`config.mk`:
```
export PLATFORM = sky130hd
export DESIGN_NAME = x_down_counter_8_bit
export DESIGN_NICKNAME = d
export VERILOG_FILES = /design/src/rtl/x_down_counter_pkg.sv /design/src/rtl/x_down_counter_8_bit.sv
export SDC_FILE = /design/constraint.sdc
export NUM_CORES = 1
export LEC_CHECK = 0
export CORE_MARGIN = 5
export CORE_UTILIZATION = 35
export DETAILED_ROUTE_END_ITERATION = 16
export HOLD_SLACK_MARGIN = 0.08
export PLACE_DENSITY_LB_ADDON = 0.3
export SLEW_MARGIN = 5
export SYNTH_ARGS = -nofsm -noshare
export SYNTH_HDL_FRONTEND = slang
export SYNTH_SLANG_ARGS = --single-unit
```
`constraint.sdc`:
```
create_clock -name i_clk -period 5 [get_ports i_clk]
set_clock_uncertainty 0.05 [all_clocks]
set_input_delay 1 -clock i_clk [delete_from_list [all_inputs] [get_ports i_clk]]
set_output_delay 1 -clock i_clk [all_outputs]
set_load 0.02 [all_outputs]
```
`src/rtl/x_down_counter_pkg.sv`:
```
// x_down_counter_pkg: shared width constant and state encoding for the down counter
package x_down_counter_pkg;
  localparam int WIDTH = 8;
  typedef enum logic [1:0] {IDLE, RUN, DONE} state_t;
endpackage

```
`src/rtl/x_down_counter_8_bit.sv`:
```
// x_down_counter_8_bit: loadable 8-bit down counter with one-shot or auto-reload expiry pulse
module x_down_counter_8_bit
  import x_down_counter_pkg::*;
#(
  parameter int RELOAD = 0
) (
  input  logic i_clk,
  input  logic i_rst,
  input  logic i_load,
  input  logic i_load_7,
  input  logic i_load_6,
  input  logic i_load_5,
  input  logic i_load_4,
  input  logic i_load_3,
  input  logic i_load_2,
  input  logic i_load_1,
  input  logic i_load_0,
  input  logic i_start,
  input  logic i_abort,
  output logic o_busy,
  output logic o_done,
  output logic o_count_7,
  output logic o_count_6,
  output logic o_count_5,
  output logic o_count_4,
  output logic o_count_3,
  output logic o_count_2,
  output logic o_count_1,
  output logic o_count_0
);
  logic [WIDTH-1:0] load_val, count_q, count_d, reload_q, reload_d;
  state_t state_q, state_d;
  logic rearm;
  assign load_val = {i_load_7, i_load_6, i_load_5, i_load_4, i_load_3, i_load_2, i_load_1, i_load_0};
  assign rearm = (RELOAD != 0) && (reload_q != '0);
  always_comb begin
    state_d = state_q;
    count_d = count_q;
    reload_d = reload_q;
    if (i_abort && state_q != IDLE) state_d = IDLE;
    else
      unique case (state_q)
        IDLE:
          if (i_load) begin
            count_d = load_val;
            reload_d = load_val;
          end else if (i_start) state_d = (count_q == '0) ? DONE : RUN;
        RUN: begin
          count_d = (count_q == '0) ? count_q : count_q - WIDTH'(1);
          state_d = (count_q <= WIDTH'(1)) ? DONE : RUN;
        end
        DONE: begin
          state_d = rearm ? RUN : IDLE;
          count_d = rearm ? reload_q : '0;
        end
        default: state_d = IDLE;
      endcase
  end
  always_ff @(posedge i_clk or posedge i_rst)
    if (i_rst) begin
      state_q <= IDLE;
      count_q <= '0;
      reload_q <= '0;
    end else begin
      state_q <= state_d;
      count_q <= count_d;
      reload_q <= reload_d;
    end
  assign o_busy = (state_q != IDLE);
  assign o_done = (state_q == DONE);
  assign {o_count_7, o_count_6, o_count_5, o_count_4, o_count_3, o_count_2, o_count_1, o_count_0} = count_q;
endmodule

```
==> impl_results.md, run 1 <==
- CTS H-tree depth: 1
- All-layer global routing usage: 0.137
- Fin. max-slew vios: 0
- Setup TNS: 0 ps
- Post-Synth XOR/XNOR Area: 0
- First-pass detailed-route iteration total: 4
- Hold buffers post-CTS: 0
- Max Freq: between 0.3 and 0.4 GHz
- # fillers: 193
- Compound-cell area share of the yosys netlist: 0.294
- Clock root cell: clkbuf_4
- Clock share of power: 0.117
- Worst hold slack: 505 ps
- Adder-Cell Fraction of Synth Area: 0.0914
- CTS Buffer Depth: 2
- Largest net degree at the start of global routing: 17
- RePlAce Congestion: 0.842
- Syn Nets: 96
- Worst setup SP type: register
- Crit Reg-Reg Startpoint: count_q[0]$_DFFE_PP0P_
- Fin. Hold Viols: 0
- Inst Count DP: between 100 and 150
- Comb power frac: 0.639
- Post-CTS resize count: 0
- R2R cell count: 6
- Drc violations: 0
- FF+latch count, synth: 10
- Layout area overhead: 40.8%
- Switching share of power: 0.478
- Mapped Avg Cell Area: about 8.8 um^2
- Sequential area share after synthesis: 0.366
- R2R setup slack: about 3000 ps
- Rows: 16
- Power after layout: 0.634 mW
- Internal power: 0.331 mW
- Main combinational cell family by area after synthesis: compound AO/OA/AOI/OAI gates
- Pleak: 0.408 nW
- CP Capture Type: output port
- Worst skew pair latency: 270 ps
- Worst EP arrival: 1680 ps
- CTS tree: done
- Layout cells sized above 1: 0.0777
- DRT antenna net count: 0
- Synth Area in Simple Gates: 0.183
- Congestion Overflow GR: 0
- Origin of the worst setup path: state_q[0]$_DFFE_PP0P_
- NumNets Final: 122
- EDFF count, synth: 0
- Final period util: 0.547
- Worst vdd rail ir drop: 321 uV
- Post-CTS Setup Bufs: 0
- Vias/cell: approximately 5.2
- Number of global-route vias before repair: 658
- Die area: 0.00294 mm^2
- Area of the multi-input gates: 389 um^2
- Cell count after synthesis: 78
- Initial core utilization: 0.356
- Netlist cell types: 28
- Final WL: 1.67 mm
- Mux cell area share after synthesis: 0
- Hpwl dp: 1.26 mm
- Power density over cell area: approximately 660 mW/mm^2
- First-pass GRT wire length: approximately 2.8 mm
- Measured slew at the worst slew-check pin: 396 ps
- Sw Pwr: 0.304 mW
- Unrepaired setup endpoints after global routing: false
- Fin cells: 130
- Synthesized area: 684 um^2
- CP Data Required Time: between 3000 and 4000 ps
- Clk sinks: 10
- Status: finished, final reports clean
- Synthesis Warnings: 0
- Die width: 54.2 um
- Main flop type after synthesis: dfrtp_1
- Initial antenna violation count: 0
- WS Path Type: register to output port
- Asr flop ratio synth: 1.00
- Core ar.: 0.00192 mm^2
- Initial drt markers: 12
- I/O pin cnt: 23
- Final core occ: 0.501
- Reg power frac: 0.244
- Worst hold stages: 2
- Hold Crit Class: register to register
- CTS Buf Count: 3
- Clk slew on worst S/H paths: 70 ps
- # diodes: 0
- Crit Path Max Fanout: 6
- Final setup fails: 0
- DR WL/cell: ~13 um
- Max-capacitance violation count: 0
- Max_slew headroom: 0.734
- HP Start: count_q[1]$_DFFE_PP0P_
- Chip height: 54.2 um
- Sequential cell area: ~250 um^2
- I/O Buffers: 22
- Fin crit period: 2730 ps
- Via count: ~680
==> through the flow <==
step / worst slack [ps] / area (um^2)
floorplan: 2920 / 684
finish: 2270 / 963
detailed placement: 2360 / 927
global placement: 2400 / 927
CTS: 2260 / 963
global route: 2190 / 963
==> cells in the final DEF, fill, tap and decap left out, types with 2 or more instances in the layout <==
cell             synthesis  layout
clkbuf_4                 0       3
nand4_1                  2       2
nor3_1                   2       2
dfrtp_1                 10      10
o21ai_0                  5       5
a32oi_1                  4       4
ha_1                     5       5
nor2_1                   5       5
clkdlybuf4s50_1          0      22
inv_1                    9       9
and2_1                   2       2
a21oi_1                  7       7
o21ai_1                  7       7
nand2_1                  4       4
==> critical path: stages, from the launching register on <==
cell and delay (ps):
dfrtp_1 380, inv_1 70, ha_1 260, inv_1 100
clkdlybuf4s50_1 600
==> power groups by stage <==
stage          Sequential (mW)  Combinational, mW  Clock, mW
2_1_floorplan            0.184              0.248          0
3_3_place_gp             0.156              0.397          0
3_5_place_dp             0.156              0.405          0
4_1_cts                  0.155              0.407     0.0759
5_1_grt                  0.162              0.453     0.0811
6_report                 0.155              0.405     0.0745
==> synthesized netlist by cell type, drive strengths merged, types with 2 or more instances <==
| cell type | instances | area (um^2) |
|---|---|---|
| nor3 | 2 | 10.0 |
| nand4 | 2 | 12.5 |
| a21oi | 7 | 35.0 |
| dfrtp | 10 | 250 |
| nor2 | 5 | 18.8 |
| o21ai | 13 | 68.8 |
| and2 | 3 | 18.8 |
| nand2 | 4 | 15.0 |
| ha | 5 | 62.6 |
| a32oi | 4 | 35.0 |
| inv | 9 | 33.8 |
==> per-layer routing <==
metal  vias to the layer above  global-route usage  wire (um)
li1                        339                   -          -
met1                       308               0.181        768
met2                        28               0.187        742
met3                         4              0.0436        134
met4                         0              0.0913         21
met5                         -                   0          0
==> flip-flops by register name, summed over array words and instances (netlist names) <==
signal,flops
count_q,8
state_q,2
==> area by class of cell <==
type                    count  share of cell area
clock buffers               4              0.0377
inverters                   9              0.0351
multi-input cells          58               0.404
flip-flops and latches     10               0.260
well taps                  27              0.0351
repair buffers             22               0.229
==> kinds of logic after synthesis <==
kind of cell / count (synthesis)
fa+ha+maj: 5
simple gates: 22
flops: 10
buf+inv: 10
compound gates: 31
==> path summary, 6_finish.rpt <==
kind                                     endpoint
max in group asynchronous  count_q[2]$_DFFE_PP0P_
min reg2reg                count_q[1]$_DFFE_PP0P_
max                                        o_busy
min in group asynchronous  count_q[1]$_DFFE_PP0P_
min                        count_q[1]$_DFFE_PP0P_
max reg2reg                count_q[7]$_DFFE_PP0P_
(Power assumes the default switching activity.)
==> run 2: changes to the inputs <==
Clock period 5 ns to 2.7 ns, I/O delays scaled along.
==> impl_results.md, run 2 (synthesized netlist as in run 1, its figures left out) <==
- Fin. Hold Viols: 0
- Initial drt markers: 16
- Hpwl dp: roughly 1.3 mm
- Sw Pwr: between 0.5 and 0.6 mW
- Clk slew on worst S/H paths: 60 ps
- R2R setup slack: 720 ps
- Layout cells sized above 1: 0.0686
- Post-CTS resize count: 0
- Congestion Overflow GR: 0
- Drc violations: 0
- Max-capacitance violation count: 0
- Worst skew pair latency: 260 ps
- Final period util: 0.831
- Post-CTS Setup Bufs: 0
- First-pass GRT wire length: 2.90 mm
- # diodes: 0
- Comb power frac: 0.663
- DR WL/cell: between 10 and 15 um
- CTS Buf Count: 3
- Clock share of power: 0.084
- Worst Slack Setup Final: 457 ps
- Chip height: 54.2 um
- Number of global-route vias before repair: 674
- Internal power: 0.583 mW
- Measured slew at the worst slew-check pin: 393 ps
- Final WL: 1.67 mm
- First-pass detailed-route iteration total: 4
- Fin. max-slew vios: 0
- Pleak: 0.401 nW
- Max Freq: 0.446 GHz
- Initial core utilization: 0.356
- Rows: 16
- CP Capture Type: output port
- Fin crit period: 2240 ps
- Worst setup SP type: register
- I/O Buffers: 22
- Crit Path Max Fanout: 6
- CP Data Required Time: 2110 ps
- All-layer global routing usage: 0.136
- CTS Buffer Depth: 2
- Reg power frac: 0.252
- CTS H-tree depth: 1
- Die width: ~54 um
- Setup TNS: 0 ps
- Power after layout: ~1.1 mW
- Crit Reg-Reg Startpoint: state_q[0]$_DFFE_PP0P_
- Hold buffers post-CTS: 0
- R2R cell count: 6
- Most frequent cells in the layout: clkdlybuf4s50_1 (22), dfrtp_1 (10), inv_1 (9), o21ai_1 (7), a21oi_1 (7)
- I/O pin cnt: 23
- Hold Crit Class: primary input to asynchronous set/reset pin
- Largest net degree at the start of global routing: 17
- Worst vdd rail ir drop: 653 uV
- Worst EP arrival: 1650 ps
- Switching share of power: 0.489
- Layout area overhead: 38.8%
- Max_slew headroom: 0.736
- Status: finished, final reports clean
- Worst R2R End: count_q[0]$_DFFE_PP0P_
- Core ar.: 0.00192 mm^2
- Power density over cell area: 1200 mW/mm^2
- Die area: 0.00294 mm^2
- Fin cells: ~130
- RePlAce Congestion: 0.841
- NumNets Final: 122
- Vias/cell: 5.27
- Via count: 680
- # fillers: 194
- DRT antenna net count: 0
- Unrepaired setup endpoints after global routing: false
- Worst hold slack: 502 ps
- Initial antenna violation count: 0
- Most common cell after layout, fill and taps aside: clkdlybuf4s50_1
- Max FFs per register: 8
- CTS tree: done
- Clock root cell: clkbuf_4
- Place WS: 502 ps
- Largest Register: count_q
- WS Path Type: register to output port
- Final setup fails: 0
- Inst Count DP: 126
- Largest registers: count_q (8), state_q (2)
- Clk sinks: 10
run 2: changes by cell type in the layout (fill, tap and decap cells not counted), sizes merged:
cell    change
clkbuf      -1
run 2: stage by stage:
stage | area, um^2 | util
2_1_floorplan | 684 | -
3_3_place_gp | 927 | 0.482
3_5_place_dp | 927 | 0.482
4_1_cts | 950 | 0.494
5_1_grt | 950 | 0.494
6_report | 950 | 0.494
run 2: power groups by stage:
stage / Sequential, mW / Combinational, mW / Clock [mW]
5_1_grt: 0.300 / 0.847 / 0.111
6_report: 0.288 / 0.757 / 0.0963
2_1_floorplan: 0.340 / 0.459 / 0
3_3_place_gp: 0.289 / 0.735 / 0
3_5_place_dp: 0.290 / 0.749 / 0
4_1_cts: 0.287 / 0.754 / 0.102
run 2: per-layer routing:
layer	track usage	wire, um
met2	0.193	763
met3	0.0518	129
met5	0	0
met1	0.182	759
met4	0.0581	17
run 2: worst max path at each step:
stage,start,end,slack [ps],cells past startpoint
after floorplan,state_q[0]$_DFFE_PP0P_,count_q[2]$_DFFE_PP0P_,910,7
after global placement,i_abort,count_q[0]$_DFFE_PP0P_,560,5
after detailed placement,i_abort,count_q[0]$_DFFE_PP0P_,500,5
after CTS,state_q[0]$_DFFE_PP0P_,o_busy,440,4
after global routing,state_q[0]$_DFFE_PP0P_,o_busy,360,4
final,state_q[0]$_DFFE_PP0P_,o_busy,460,4
run 2: layout make-up:
type | instances | area (um^2) | area share
Clock buffer | 3 | 22.5 | 0.0237
Inverter | 9 | 33.8 | 0.0356
Timing Repair Buffer | 22 | 220 | 0.232
Tap cell | 27 | 33.8 | 0.0356
Sequential cell | 10 | 250 | 0.264
Multi-Input combinational cell | 58 | 389 | 0.410
run 2: critical path, cell delays in order (launching register included):
cell	delay, ps
dfrtp_1	380
inv_1	70
ha_1	260
inv_1	90
clkdlybuf4s50_1	600
==> run 3: changes to the inputs <==
Clock period 2.7 ns to 2.1 ns, I/O delays scaled along.
==> impl_results.md, run 3 (synthesized netlist as in run 1, its figures left out) <==
- CP Capture Type: register
- First-pass detailed-route iteration total: 4
- Worst skew pair latency: 270 ps
- Final Cell Area: slightly below 0.001 mm^2
- Fin. Hold Viols: 0
- Initial antenna violation count: 0
- Clock root cell: clkbuf_4
- Rows: 16
- Fin crit period: just under 2000 ps
- Critical path's top delay family: compound AO/OA/AOI/OAI gates
- CTS Buffer Depth: 2
- Final setup fails: 0
- # diodes: 0
- Max FFs per register: 8
- DRT antenna net count: 0
- Max_slew headroom: 0.731
- Drc violations: 0
- Max Freq: about 0.5 GHz
- Clk sinks: 10
- Worst setup SP type: register
- CTS Buf Count: 3
- Clk slew on worst S/H paths: 70 ps
- Fin. max-slew vios: 0
- DR WL/cell: 13.2 um
- Worst vdd rail ir drop: 910 uV
- NumNets Final: 123
- WS Path Type: register to register
- Unrepaired setup endpoints after global routing: false
- Via count: 686
- # fillers: 189
- CTS tree: done
- Initial drt markers: 8
- Pleak: around 0.42 nW
- Area of the multi-input gates: 395 um^2
- Layout area overhead: 42.6%
- Slowest-stage cell, CP: dfrtp_1
- Setup TNS: 0 ps
- Power density over cell area: 1570 mW/mm^2
- Worst EP arrival: between 2000 and 2500 ps
- RePlAce Congestion: 0.840
- Final WL: around 1.7 mm
- CP Data Required Time: around 2200 ps
- Chip height: about 54 um
- Number of global-route vias before repair: 688
- All-layer global routing usage: 0.137
- Die area: 0.00294 mm^2
- Post-CTS Setup Bufs: 0
- Final period util: 0.939
- I/O pin cnt: 23
- Area after DPL: about 930 um^2
- Status: finished, final reports clean
- Most common cell after layout, fill and taps aside: clkdlybuf4s50_1
- Delay of the slowest critical-path stage: 380 ps
- Max-capacitance violation count: 0
- Crit Path Max Fanout: 16
- Congestion Overflow GR: 0
- Hold Crit Class: primary input to asynchronous set/reset pin
- Initial core utilization: 0.356
- Core ar.: 0.00192 mm^2
- Largest Register: count_q
- Hpwl dp: 1.28 mm
- Hold buffers post-CTS: 0
- Largest registers: count_q (8), state_q (2)
- Vias/cell: 5.24
- CTS H-tree depth: 1
- Crit-path cells: inv_1 -> ha_1 -> or3b_1 -> a32o_2 -> o21ai_0 -> o21ai_1
- Die width: 54.2 um
- Most frequent cells in the layout: clkdlybuf4s50_1 (21), dfrtp_1 (10), inv_1 (9), o21ai_1 (7), a21oi_1 (7)
- CP Buf/Inv Count: 1
- Worst hold slack: 375 ps
- Largest net degree at the start of global routing: 17
- Measured slew at the worst slew-check pin: 400 ps
- Sequential cell area: 250 um^2
- I/O Buffers: 22
- Layout cells sized above 1: 0.0962
- First-pass GRT wire length: roughly 2.9 mm
[run 3: cell types whose count changed in the layout (fill, tap and decap cells not counted)]
cell             previous run  this run
a221oi_1                    1         0
a221oi_2                    0         1
buf_4                       0         1
clkbuf_8                    0         1
clkdlybuf4s50_1            22        21
dlygate4sd2_1               0         1
[run 3: repair_timing]
item	CTS	global route
pin swaps	0	0
endpoints found under the hold margin	0	0
endpoints found under the setup margin	1	1
gates cloned	0	0
gates resized for setup	1	1
[run 3: through the flow]
step           setup slack, ps  power (mW)  utilization  cells
6_report                   127        1.53        0.508    131
5_1_grt                   29.0        1.67        0.508    131
4_1_cts                    118        1.53        0.505    131
3_5_place_dp              26.4        1.35        0.486    127
3_3_place_gp              76.2        1.33        0.486    127
2_1_floorplan              312        1.03            -     78
[run 3: cell type report]
type,count,area share
flip-flops and latches,10,0.256
inverters,9,0.0346
repair buffers,23,0.232
well taps,27,0.0346
clock buffers,4,0.0372
multi-input cells,58,0.405
[run 3: per-layer routing]
| layer | vias to the layer above | track usage | share of wire |
|---|---|---|---|
| met4 | 0 | 0.0913 | 0.025 |
| li1 | 341 | - | - |
| met5 | - | 0 | 0 |
| met1 | 311 | 0.177 | 0.46 |
| met2 | 29 | 0.197 | 0.45 |
| met3 | 5 | 0.0381 | 0.063 |
[run 3: path summary, 6_finish.rpt]
kind | start | to | slack, ps | depth (start not counted)
worst max register to register | state_q[0]$_DFFE_PP0P_ | count_q[3]$_DFFE_PP0P_ | 130 | 6
worst min register to register | count_q[1]$_DFFE_PP0P_ | count_q[1]$_DFFE_PP0P_ | 520 | 2
max in group asynchronous | i_rst | count_q[2]$_DFFE_PP0P_ | 1340 | 2
min in group i_clk | count_q[1]$_DFFE_PP0P_ | count_q[1]$_DFFE_PP0P_ | 520 | 2
worst min-delay path | i_rst | state_q[1]$_DFFE_PP0P_ | 380 | 2
worst max-delay path | state_q[0]$_DFFE_PP0P_ | count_q[3]$_DFFE_PP0P_ | 130 | 6
[run 3: power breakdown]
part | internal [mW] | total (mW) | switching, mW
Sequential | 0.279 | 0.370 | 0.0908
Clock | 0.105 | 0.177 | 0.0718
Combinational | 0.409 | 0.984 | 0.576
Total | 0.794 | 1.53 | 0.738
==> RTL edit: new RTL, settings of run 2 <==
The 3 states of `state_t` get a one-hot encoding in 3 bits.
--- a/src/rtl/x_down_counter_pkg.sv
+++ b/src/rtl/x_down_counter_pkg.sv
@@ -2,5 +2,5 @@
 package x_down_counter_pkg;
   localparam int WIDTH = 8;
-  typedef enum logic [1:0] {IDLE, RUN, DONE} state_t;
+  typedef enum logic [2:0] {IDLE = 3'b001, RUN = 3'b010, DONE = 3'b100} state_t;
 endpackage
 
Function: no difference found for any inputs over 10 cycles, from zero or initial values and one cycle with i_rst high; not proved beyond that.
==> RTL edit against run 2 <==
- routed wire length is 17% higher
- register-to-register slack better by 290 ps
- worst setup slack worse by 64 ps
- count of clock-buffer cells in the layout up 1
- area after synthesis is 17% higher
- critical endpoint is now o_done
- design area rose by 11%
- largest cell class unchanged
- via count is 5.0% higher
- first-iteration DRC count decreased by 13%
- sequential share of layout area decreased by 0.23 points
- sequential cell count is 1 higher
Power is not compared: it rests on default switching activity, and its combinational part moved more than twofold at a synthesized area within 25%.
==> RTL edit: results (changes against run 2) <==
clkbuf count -> 4 (+1)
vias post-DR -> 714 (+5.0%)
Post-Syn Nets -> 99 (+3.1%)
sequential cell area fraction in the yosys report -> 0.345 (-0.0203)
DP Wirelength -> 1450 um (+13%)
XOR/XNOR share of the synthesized area -> 0.0109 (+0.0109)
critical path data arrival time -> 1720 ps (+70 ps)
Max stage delay cell, worst path -> clkdlybuf4s50_1
number of global-route vias before repair -> 735 (+9.1%)
Largest stage delay, worst path -> 650 ps (+50 ps)
CTS resizes -> 0 (unchanged)
average wire per standard cell -> 14.4 um (+12%)
r2r startpoint -> state_q[0]$_DFFE_PP1P_
multi-input gate share of total cell area -> 0.448 (+0.0382)
Largest regs -> count_q x8, state_q x3
nets@finish -> 123 (+0.82%)
CTS Buffer Depth -> 2 (unchanged)
diodes inserted -> 0 (unchanged)
Worst Hold Slack -> 531 ps (+29.7 ps)
crit path max fanout -> 8 (+2)
Multi-In Gates -> 63 (+8.6%)
Peak VDD IR -> 0.359 mV
Inverters -> 7 (-2)
largest net degree at the start of global routing -> 12 (-5)
R2R Path End -> count_q[5]$_DFFE_PP0P_
Synth cell types -> 38 (+36%)
flop2flop setup slack -> 1010 ps (+290 ps)
mux contribution to synthesized area -> 0.0125 (+0.0125)
adder-cell share of the synthesized area -> 0.0313 (-0.0602)
Metal-1 WL -> 943 um (+24%)
outcome -> finished, final reports clean
first-pass GRT wire length -> 3370 um (+16%)
clk_lat worst skew -> 260 ps (about the same)
Synth Flop Type -> dfrtp_1
Synth area leaders -> dfrtp_1 (31%), o21ai_0 (4.4%), o21ai_1 (3.8%), dfstp_2 (3.3%), inv_1 (3.3%)
Clock-cell share -> 0.0248 (+0.00111)
CTS root buf -> clkbuf_4
routability cong. -> 0.764 (-9.1%)
R2R depth -> 4 (-2)
Compound-Gate Fraction of Synth Area -> 0.245 (-0.0490)
total track usage -> 0.125 (-0.0114)
Seq/total area -> 0.261 (-0.00228)
layout cells sized above 1 -> 0.121 (+0.0529)
Fillers -> 225 (+16%)
metal2 WL -> 878 um (+15%)
met3 wire len -> 113 um (-12%)
non-clk buf share -> 0.208 (-0.0238)
Slew headroom -> 0.616 (-0.120)
seq_cells -> 11 (+1)
Post-synth top cells -> dfrtp_1 (10), inv_1 (7), nor2_1 (7), o21ai_0 (7), o21ai_1 (6)
Initial DRC Count -> 14 (-2)
[RTL edit: cell count changes in the layout (fill, tap and decap cells not counted), moves of 3 or more]
cell,run 2,this run
a21oi_1,7,4
a31oi_1,1,4
a32oi_1,4,1
ha_1,5,2
[RTL edit: through the flow]
stage	setup WS [ps]	utilization	instance area, um2	instances
2_1_floorplan	1110	-	801	84
3_3_place_gp	696	0.471	1030	131
3_5_place_dp	670	0.471	1030	131
4_1_cts	375	0.483	1060	135
5_1_grt	296	0.483	1060	135
6_report	393	0.483	1060	135
[RTL edit: power by group]
part | switching, W | total, W | internal (W)
combinational | 0.000146 | 0.000279 | 0.000133
sequential | 0.0000501 | 0.000248 | 0.000198
clock | 0.0000533 | 0.000110 | 0.0000570
[RTL edit: worst max-delay path by stage]
stage | start | end | slack, ps | cells after the start
4_1_cts | state_q[2]$_DFFE_PP0P_ | o_done | 380 | 2
3_5_place_dp | state_q[2]$_DFFE_PP0P_ | o_done | 670 | 2
6_report | state_q[2]$_DFFE_PP0P_ | o_done | 390 | 2
5_1_grt | state_q[2]$_DFFE_PP0P_ | o_done | 300 | 2
3_3_place_gp | i_load | count_q[4]$_DFFE_PP0P_ | 700 | 5
2_1_floorplan | count_q[0]$_DFFE_PP0P_ | count_q[7]$_DFFE_PP0P_ | 1110 | 4
[RTL edit: cells by family (layout without fill, tap and decap cells)]
| logic type | count (synthesis) | count (layout) |
|---|---|---|
| AOI/OAI and AO/OA | 32 | 32 |
| xor gates and xnor gates | 1 | 1 |
| adders and majority gates | 2 | 2 |
| buffers and inverters | 10 | 33 |
| DFF | 11 | 11 |
| muxes | 1 | 1 |
| and+or+nand+nor | 27 | 27 |
[RTL edit: layer usage]
metal	track usage	vias up
met3	0.0290	2
met1	0.168	335
li1	-	360
met2	0.197	17
met4	0.0397	0
met5	0	-
